===== config.mk =====
export PLATFORM = sky130hd
export DESIGN_NAME = mem_access_stage
export DESIGN_NICKNAME = d
export VERILOG_FILES = /design/src/rtl/rv32_pkg.sv /design/src/rtl/mem_align.sv /design/src/rtl/mem_access_stage.sv
export SDC_FILE = /design/constraint.sdc
export NUM_CORES = 1
export LEC_CHECK = 0
export CORE_MARGIN = 3
export CORE_UTILIZATION = 30
export CTS_CLUSTER_DIAMETER = 150
export DETAILED_ROUTE_END_ITERATION = 10
export GPL_TIMING_DRIVEN = 0
export PLACE_DENSITY = 0.62
export SLEW_MARGIN = 20
export SYNTH_ARGS = -nofsm -noshare
export SYNTH_HDL_FRONTEND = slang
export SYNTH_HIERARCHICAL = 1
export SYNTH_SLANG_ARGS = --single-unit
export TNS_END_PERCENT = 1

===== constraint.sdc =====
create_clock -name i_clk -period 2.3 [get_ports i_clk]
set_input_delay 0.575 -clock i_clk [delete_from_list [all_inputs] [get_ports i_clk]]
set_output_delay 0.575 -clock i_clk [all_outputs]
set_load 0.01 [all_outputs]

===== src/rtl/rv32_pkg.sv =====
// Shared RV32 pipeline types: load/store width codes, MEM-stage FSM states
// and the write-back record handed to the register file.
package rv32_pkg;

  localparam logic [2:0] F3_B  = 3'b000;
  localparam logic [2:0] F3_H  = 3'b001;
  localparam logic [2:0] F3_W  = 3'b010;
  localparam logic [2:0] F3_BU = 3'b100;
  localparam logic [2:0] F3_HU = 3'b101;

  typedef enum logic [1:0] {
    IDLE = 2'd0,
    REQ  = 2'd1,
    WAIT = 2'd2
  } mem_state_t;

  typedef struct packed {
    logic        valid;
    logic [4:0]  rd;
    logic [31:0] data;
  } wb_rec_t;

  // Unknown width codes (011/110/111) behave like full-word accesses.
  function automatic logic is_misaligned(input logic [2:0] f3, input logic [1:0] a);
    logic mis;
    case (f3)
      F3_B, F3_BU: mis = 1'b0;
      F3_H, F3_HU: mis = a[0];
      default:     mis = (a != 2'b00);
    endcase
    return mis;
  endfunction

endpackage


===== src/rtl/mem_align.sv =====
// Byte-lane steering for data memory: store lane replication and byte enables,
// load byte/half extraction with sign or zero extension.
module mem_align
  import rv32_pkg::*;
(
  input  logic [2:0]  func3_i,
  input  logic [1:0]  offset_i,
  input  logic [31:0] store_data_i,
  input  logic [31:0] rdata_i,
  output logic [3:0]  be_o,
  output logic [31:0] wdata_o,
  output logic [31:0] load_data_o
);

  logic [31:0] shifted;

  always_comb begin
    shifted     = rdata_i >> {offset_i, 3'b000};
    be_o        = 4'b1111;
    wdata_o     = store_data_i;
    load_data_o = shifted;
    case (func3_i)
      F3_B, F3_BU: begin
        be_o        = 4'b0001 << offset_i;
        wdata_o     = {4{store_data_i[7:0]}};
        load_data_o = (func3_i == F3_B) ? {{24{shifted[7]}}, shifted[7:0]}
                                        : {24'b0, shifted[7:0]};
      end
      F3_H, F3_HU: begin
        be_o        = 4'b0011 << offset_i;
        wdata_o     = {2{store_data_i[15:0]}};
        load_data_o = (func3_i == F3_H) ? {{16{shifted[15]}}, shifted[15:0]}
                                        : {16'b0, shifted[15:0]};
      end
      default: ;
    endcase
  end

endmodule


===== src/rtl/mem_access_stage.sv =====
// MEM stage: forwards ALU results, runs the req/gnt/rvalid data-memory handshake,
// and produces one write-back record (or a misalign / timeout pulse) per op.
module mem_access_stage
  import rv32_pkg::*;
#(
  parameter int TIMEOUT = 64
) (
  input  logic        i_clk,
  input  logic        i_reset,
  input  logic        i_valid,
  input  logic [31:0] i_ALUOutput,
  input  logic [31:0] i_B,
  input  logic [2:0]  i_func3,
  input  logic        i_is_load,
  input  logic        i_is_store,
  input  logic [4:0]  i_rd,
  output logic        o_ready,
  output logic        o_mem_req,
  output logic        o_mem_we,
  output logic [31:0] o_mem_addr,
  output logic [31:0] o_mem_wdata,
  output logic [3:0]  o_mem_be,
  input  logic        i_mem_gnt,
  input  logic        i_mem_rvalid,
  input  logic [31:0] i_mem_rdata,
  output logic        o_wb_valid,
  output logic [4:0]  o_wb_rd,
  output logic [31:0] o_wb_data,
  output logic        o_misalign,
  output logic        o_bus_err
);

  localparam int CNT_W = $clog2(TIMEOUT + 1);

  mem_state_t        state_q, state_d;
  logic [CNT_W-1:0]  cnt_q, cnt_d;
  logic [31:0]       addr_q, addr_d;
  logic [31:0]       sdata_q, sdata_d;
  logic [2:0]        func3_q, func3_d;
  logic [4:0]        rd_q, rd_d;
  logic              we_q, we_d;
  wb_rec_t           wb_q, wb_d;
  logic              misalign_q, misalign_d;
  logic              bus_err_q, bus_err_d;

  logic [3:0]        lane_be;
  logic [31:0]       lane_wdata;
  logic [31:0]       load_data;

  mem_align u_align (
    .func3_i      (func3_q),
    .offset_i     (addr_q[1:0]),
    .store_data_i (sdata_q),
    .rdata_i      (i_mem_rdata),
    .be_o         (lane_be),
    .wdata_o      (lane_wdata),
    .load_data_o  (load_data)
  );

  always_ff @(posedge i_clk) begin
    if (!i_reset) begin
      state_q    <= IDLE;
      cnt_q      <= '0;
      addr_q     <= '0;
      sdata_q    <= '0;
      func3_q    <= '0;
      rd_q       <= '0;
      we_q       <= 1'b0;
      wb_q       <= '0;
      misalign_q <= 1'b0;
      bus_err_q  <= 1'b0;
    end else begin
      state_q    <= state_d;
      cnt_q      <= cnt_d;
      addr_q     <= addr_d;
      sdata_q    <= sdata_d;
      func3_q    <= func3_d;
      rd_q       <= rd_d;
      we_q       <= we_d;
      wb_q       <= wb_d;
      misalign_q <= misalign_d;
      bus_err_q  <= bus_err_d;
    end
  end

  always_comb begin
    state_d    = state_q;
    cnt_d      = cnt_q;
    addr_d     = addr_q;
    sdata_d    = sdata_q;
    func3_d    = func3_q;
    rd_d       = rd_q;
    we_d       = we_q;
    wb_d       = '0;
    misalign_d = 1'b0;
    bus_err_d  = 1'b0;

    case (state_q)
      IDLE: begin
        if (i_valid) begin
          if (!i_is_load && !i_is_store) begin
            wb_d.valid = 1'b1;
            wb_d.rd    = i_rd;
            wb_d.data  = i_ALUOutput;
          end else if (is_misaligned(i_func3, i_ALUOutput[1:0])) begin
            misalign_d = 1'b1;
          end else begin
            addr_d  = i_ALUOutput;
            sdata_d = i_B;
            func3_d = i_func3;
            rd_d    = i_rd;
            we_d    = i_is_store;
            state_d = REQ;
          end
        end
      end
      REQ: begin
        // A response arriving together with the grant completes the access at once.
        if (i_mem_gnt) begin
          cnt_d = '0;
          if (i_mem_rvalid) begin
            wb_d.valid = 1'b1;
            wb_d.rd    = rd_q;
            wb_d.data  = we_q ? 32'h0 : load_data;
            state_d    = IDLE;
          end else begin
            state_d = WAIT;
          end
        end
      end
      WAIT: begin
        if (i_mem_rvalid) begin
          wb_d.valid = 1'b1;
          wb_d.rd    = rd_q;
          wb_d.data  = we_q ? 32'h0 : load_data;
          state_d    = IDLE;
        end else if (cnt_q == CNT_W'(TIMEOUT - 1)) begin
          bus_err_d = 1'b1;
          cnt_d     = '0;
          state_d   = IDLE;
        end else begin
          cnt_d = cnt_q + CNT_W'(1);
        end
      end
      default: state_d = IDLE;
    endcase
  end

  assign o_ready     = (state_q == IDLE);
  assign o_mem_req   = (state_q == REQ);
  assign o_mem_we    = o_mem_req & we_q;
  assign o_mem_addr  = o_mem_req ? {addr_q[31:2], 2'b00} : 32'h0;
  assign o_mem_wdata = (o_mem_req && we_q) ? lane_wdata : 32'h0;
  assign o_mem_be    = o_mem_req ? lane_be : 4'b0000;
  assign o_wb_valid  = wb_q.valid;
  assign o_wb_rd     = wb_q.rd;
  assign o_wb_data   = wb_q.data;
  assign o_misalign  = misalign_q;
  assign o_bus_err   = bus_err_q;

endmodule


# Word level (Yosys, flattened, before mapping)
# Cells that the tools add are included.
# word_totals
inputBits,111
wordCells,88
regBits,122
# classes
eq_ne,15
addsub,1
bitwise_logic,7
mux,32
reduce_logical,18
n_shift,3
# op_table
cell,count
$mux W32,5
$mux W38,4
$pmux W32 S2,2
$pmux W38 S3,1
$shr A32 B5 Y32,1
$mux W7,3
$mux W2,7
$pmux W7 S2,1
$eq A3 B3 Y1 const B,4
$ne A2 B2 Y1 const B,4
$pmux W4 S2,1
$reduce_or A2 Y1,4
$add A7 B1 Y7 const B,1
$eq A7 B6 Y1 const B,1
$eq A3 B1 Y1 const B,2
$logic_not A3 Y1,2
$not A1 Y1,6
$pmux W2 S3,1
$mux W1,5
$reduce_and A5 Y1,1
$mux W4,1
$reduce_and A4 Y1,1
$reduce_bool A2 Y1,2
$reduce_or A4 Y1,1
13 further kinds,15

# Depth between registers and ports, before layout
# depth
depth_word,10
mapped_depth,8
mapped_depth_nobuf,5

# By module
# Netlist, hierarchy kept.
# modules_own_cells
mod,cells_each,area_per_inst_um2,n_inst
mem_access_stage,605,4951.0,1
mem_align,170,1233.7,1

# Worst setup path before layout
# No wires, ideal clock.
# synth_timing
path_type,flip-flop to output port
from,reg state_q[0]
to,out o_mem_addr[10]
stages_incl_launch_ff,6
arrival_time_ns,1.322
required_ns,1.725
setup_slack_ns,0.403
cell_sequence,dfxtp_1 -> buf_2 -> nor2b_1 -> clkbuf_1 -> clkbuf_1 -> and2_1
# synth_via
elab_chain_len,2
# synth_lines
element,line,rtl
"start, declared",mem_access_stage.sv:35,"mem_state_t state_q, state_d;"
"start signal, assigned",mem_access_stage.sv:73,state_q <= state_d;
$eq A2 B1 Y1,mem_access_stage.sv:150,assign o_mem_req = (state_q == REQ);
$mux W32,mem_access_stage.sv:152,"assign o_mem_addr = o_mem_req ? {addr_q[31:2], 2'b00} : 32'h0;"
"end, declared",mem_access_stage.sv:20,"output logic [31:0] o_mem_addr,"
# Every way passes these cells.

# Worst setup path after layout
# layout_timing
from,reg func3_q[0]
to,out o_mem_wdata[13]
# layout_via
elab_chain_len,4
elab_cells_between_ends,8
cone_classes,eq/ne (3); mux (2); reduce/logical (3)
# layout_lines
element,line,rtl
"start, declared",mem_access_stage.sv:39,"logic [2:0] func3_q, func3_d;"
"start signal, assigned",mem_access_stage.sv:77,func3_q <= func3_d;
"$eq A3 B3 Y1, or another cell as far along",mem_align.sv:22,case (func3_i)
$reduce_or A2 Y1,mem_align.sv:22,
$pmux W32 S2 *,mem_align.sv:22,
named net lane_wdata[13],mem_access_stage.sv:47,logic [31:0] lane_wdata;
$mux W32 *,mem_access_stage.sv:153,assign o_mem_wdata = (o_mem_req && we_q) ? lane_wdata : 32'h0;
"end, declared",mem_access_stage.sv:21,"output logic [31:0] o_mem_wdata,"
# Mark *: on every way through the listed nets, which the timed path passes. The rest lies on a longest branch.

==> insert_results.sql <==
INSERT INTO impl_metrics (metric_group, metric, value, unit) VALUES
('floorplan', 'initial_cell_density_of_the_core', '31.2', '%'),
('floorplan', 'die_h', '150', 'um'),
('layout', 'post-route-util', '49.2', '%'),
('clock_tree', 'cts_hold_buffers', '0', ''),
('critical_path', 'slowest_stage', 'dfxtp_4', ''),
('logic_synthesis', 'ys_async_sr_fraction', '0', '%'),
('drt', 'first_iter_violations', '425', ''),
('place', 'port_buffers', '218', ''),
('drt', 'wl_per_cell', '19.7', 'um'),
('critical_path', 'r2r_slack', '0.16', 'ns'),
('logic_synthesis', 'synth_top_family_by_area', 'simple AND/OR/NAND/NOR gates', ''),
('layout', 'post_route_cells_drive_above_1_share', '21.7', '%'),
('logic_synthesis', 'synth-simple-area-share', '26.6', '%'),
('run', 'max_cap_viol_count', '0', ''),
('global_route', 'pin_count_of_the_biggest_net_entering_global_routing', '17', ''),
('logic_synthesis', 'mappedNetlistArea', '6180', 'um2'),
('run_status', 'violations', 'setup timing', ''),
('clock_tree', 'clkSlewWorstSetupHoldPaths', '0.05', 'ns'),
('critical_path', 'critical_path.startpoint', 'func3_q[0]', ''),
('drt', 'ant_nets', '0', ''),
('critical_path', 'r2r_start', 'state_q[1]', ''),
('global_route', 'grt_overflow', '0', ''),
('clock_tree', 'clk_latency', '0.42', 'ns'),
('power', 'vdd.ir_drop.worst', '0.491', 'mV'),
('timing', 'hold_viol_final', '0', ''),
('timing', 'maximum_operating_frequency', '422', 'MHz'),
('floorplan', 'die_area', '22400', 'um2'),
('global_route', 'wire_length_of_the_first_global_routing_pass', '38400', 'um'),
('timing', 'setup_tns', '-0.408', 'ns'),
('timing', 'finalSetupViolations', '7', ''),
('floorplan', 'floorplan.core_area', '19800', 'um2'),
('critical_path', 'most_repeated_library_cell_on_the_critical_path', 'buf_6', ''),
('clock_tree', 'cts_max_path_buffers', '2', ''),
('logic_synthesis', 'syn-instance-count', '775', ''),
('place', 'hpwl_detailed', '18700', 'um'),
('global_route', 'globalRouteMet1Util', '29.4', '%'),
('global_route', 'global_route.usage.met2', '36.4', '%'),
('clock_tree', 'clockRootBuffer', 'clkbuf_16', ''),
('floorplan', 'pin_count', '222', ''),
('floorplan', 'rows', '51', ''),
('critical_path', 'cp-start-kind', 'flop', ''),
('critical_path', 'slowest_delay', '0.37', 'ns'),
('power', 'pwr_density_cell', '628', 'nW/um2'),
('run_status', 'outcome', 'finished, violations left', ''),
('critical_path', 'crit_chain', 'or2_1 > buf_6 > mux2_4 > and3_4 > buf_6', ''),
('logic_synthesis', 'post_synthesis_compound_gate_area_fraction', '18.6', '%'),
('drt', 'detailedRoute.firstPassIterationCount', '7', ''),
('power', 'power', '6130', 'uW'),
('place', 'post-place-ws', '-0.857', 'ns'),
('clock_tree', 'cts.htree.levels', '4', ''),
('drt', 'drt-vias-per-instance', '5.12', ''),
('clock_tree', 'cts.sink_count', '122', ''),
('timing', 'post-route-min-period', '2.37', 'ns'),
('logic_synthesis', 'syn_avg_cell_area', '7.98', 'um2'),
('critical_path', 'timing.critical_path.fanout_max', '8', ''),
('logic_synthesis', 'synthFlopType', 'dfxtp_1', ''),
('logic_synthesis', 'synth_cell_type_count', '51', ''),
('global_route', 'met3_usage', '6.12', '%'),
('floorplan', 'floorplan.die.width', '150', 'um'),
('timing', 'finalWorstSetupSlack', '-0.0678', 'ns'),
('drt', 'detail_route.wirelength', '25900', 'um'),
('global_route', 'grt_busiest_layer', 'met2', ''),
('drt', 'vias', '6709', ''),
('timing', 'share_of_the_cycle_needed_by_the_critical_path_after_routing', '103', '%'),
('logic_synthesis', 'synthesis.yosys.warnings', '6', ''),
('layout', 'finish.net_count', '1146', ''),
('logic_synthesis', 'xor_xnor_fraction_of_synth_area', '0.425', '%'),
('timing', 'drv_slew', '0', ''),
('logic_synthesis', 'synth_enable_flop_cells', '0', ''),
('critical_path', 'worst_ep_arrival_time', '1.79', 'ns'),
('global_route', 'vias_in_the_first_global_route', '6575', '');
critical path, delay by kind of cell, from the launching register on:
kind	cells	cell delay, ns
mux	1	0.31
flops	1	0.37
simple gates	2	0.42
buf+inv	2	0.28
logic make-up after synthesis:
group           after synthesis
flops                       122
fa+ha+maj                     1
compound gates              190
other cells                   1
simple gates                332
buf+inv                      83
xor+xnor                      3
mux                          43
Yosys cell counts (2+ instances only):
cell type,count,area [um2]
or2_0,7,43.8
o21ai_0,48,240
or3_1,4,25.0
nor2b_1,12,75.1
clkbuf_2,4,20.0
a22oi_1,37,278
inv_1,2,7.51
buf_4,21,158
nor2_1,47,176
xnor2_1,3,26.3
a21o_1,3,22.5
o22ai_1,8,50.1
and3_1,34,213
or2_1,3,18.8
clkbuf_1,37,139
buf_2,15,75.1
mux2_4,2,30.0
mux2i_1,24,240
dfxtp_1,122,2440
and2_1,35,219
a21oi_1,31,155
o21ai_1,46,230
nand2b_1,5,31.3
mux2_2,10,113
a211oi_1,8,60.1
nand2_1,98,368
buf_6,4,45.0
nand3_1,76,380
mux2_1,7,78.8
metal layers:
layer | share of wire, % | wire [um]
met1 | 42 | 10900
met3 | 9.6 | 2480
met4 | 1.8 | 467
met5 | 0 | 0
met2 | 47 | 12000
worst paths after layout:
check / end / cells after the start
worst min register to register: addr_q[25] / 2
worst max-delay path: o_mem_wdata[13] / 5
worst max register to register: o_wb_data[9] / 7
worst min-delay path: addr_q[25] / 2
registers in the layout, summed over array words and instances (netlist names), 2 cells and up:
signal	cells
cnt_q	7
rd_q	5
o_wb_data	32
sdata_q	32
o_wb_rd	5
state_q	2
func3_q	3
addr_q	32
what timing repair did:
item                       in CTS  in global routing
pin swaps                       2                  6
setup endpoints to repair     111                133
setup buffers                  12                  6
resized for setup             334                 72
cloned                          3                  1
power by group:
| group | leakage [uW] | internal (uW) | switching, uW |
|---|---|---|---|
| Clock | 0.000291 | 1800 | 974 |
| Sequential | 0.000996 | 2200 | 61.9 |
| Combinational | 0.00256 | 535 | 552 |
layout make-up:
type                    instances  area [um2]
repair buffers                240        2250
inverters                       2        7.51
fillers                      1897       10100
well taps                     265         332
diodes                          1        2.50
plain buffers                  80         613
clock buffers                  23         488
flip-flops and latches        122        2460
multi-input cells             571        3480
clock inverters                 7         115
through the flow:
stage          hold slack (ns)  cells  area, um2
2_1_floorplan            0.424    776       6190
3_3_place_gp             0.432   1259       8700
3_5_place_dp             0.437   1259       8700
4_1_cts                  0.444   1304       9470
5_1_grt                  0.456   1310       9750
6_report                 0.442   1311       9760
No activity file was read; power rests on OpenSTA's default activity.
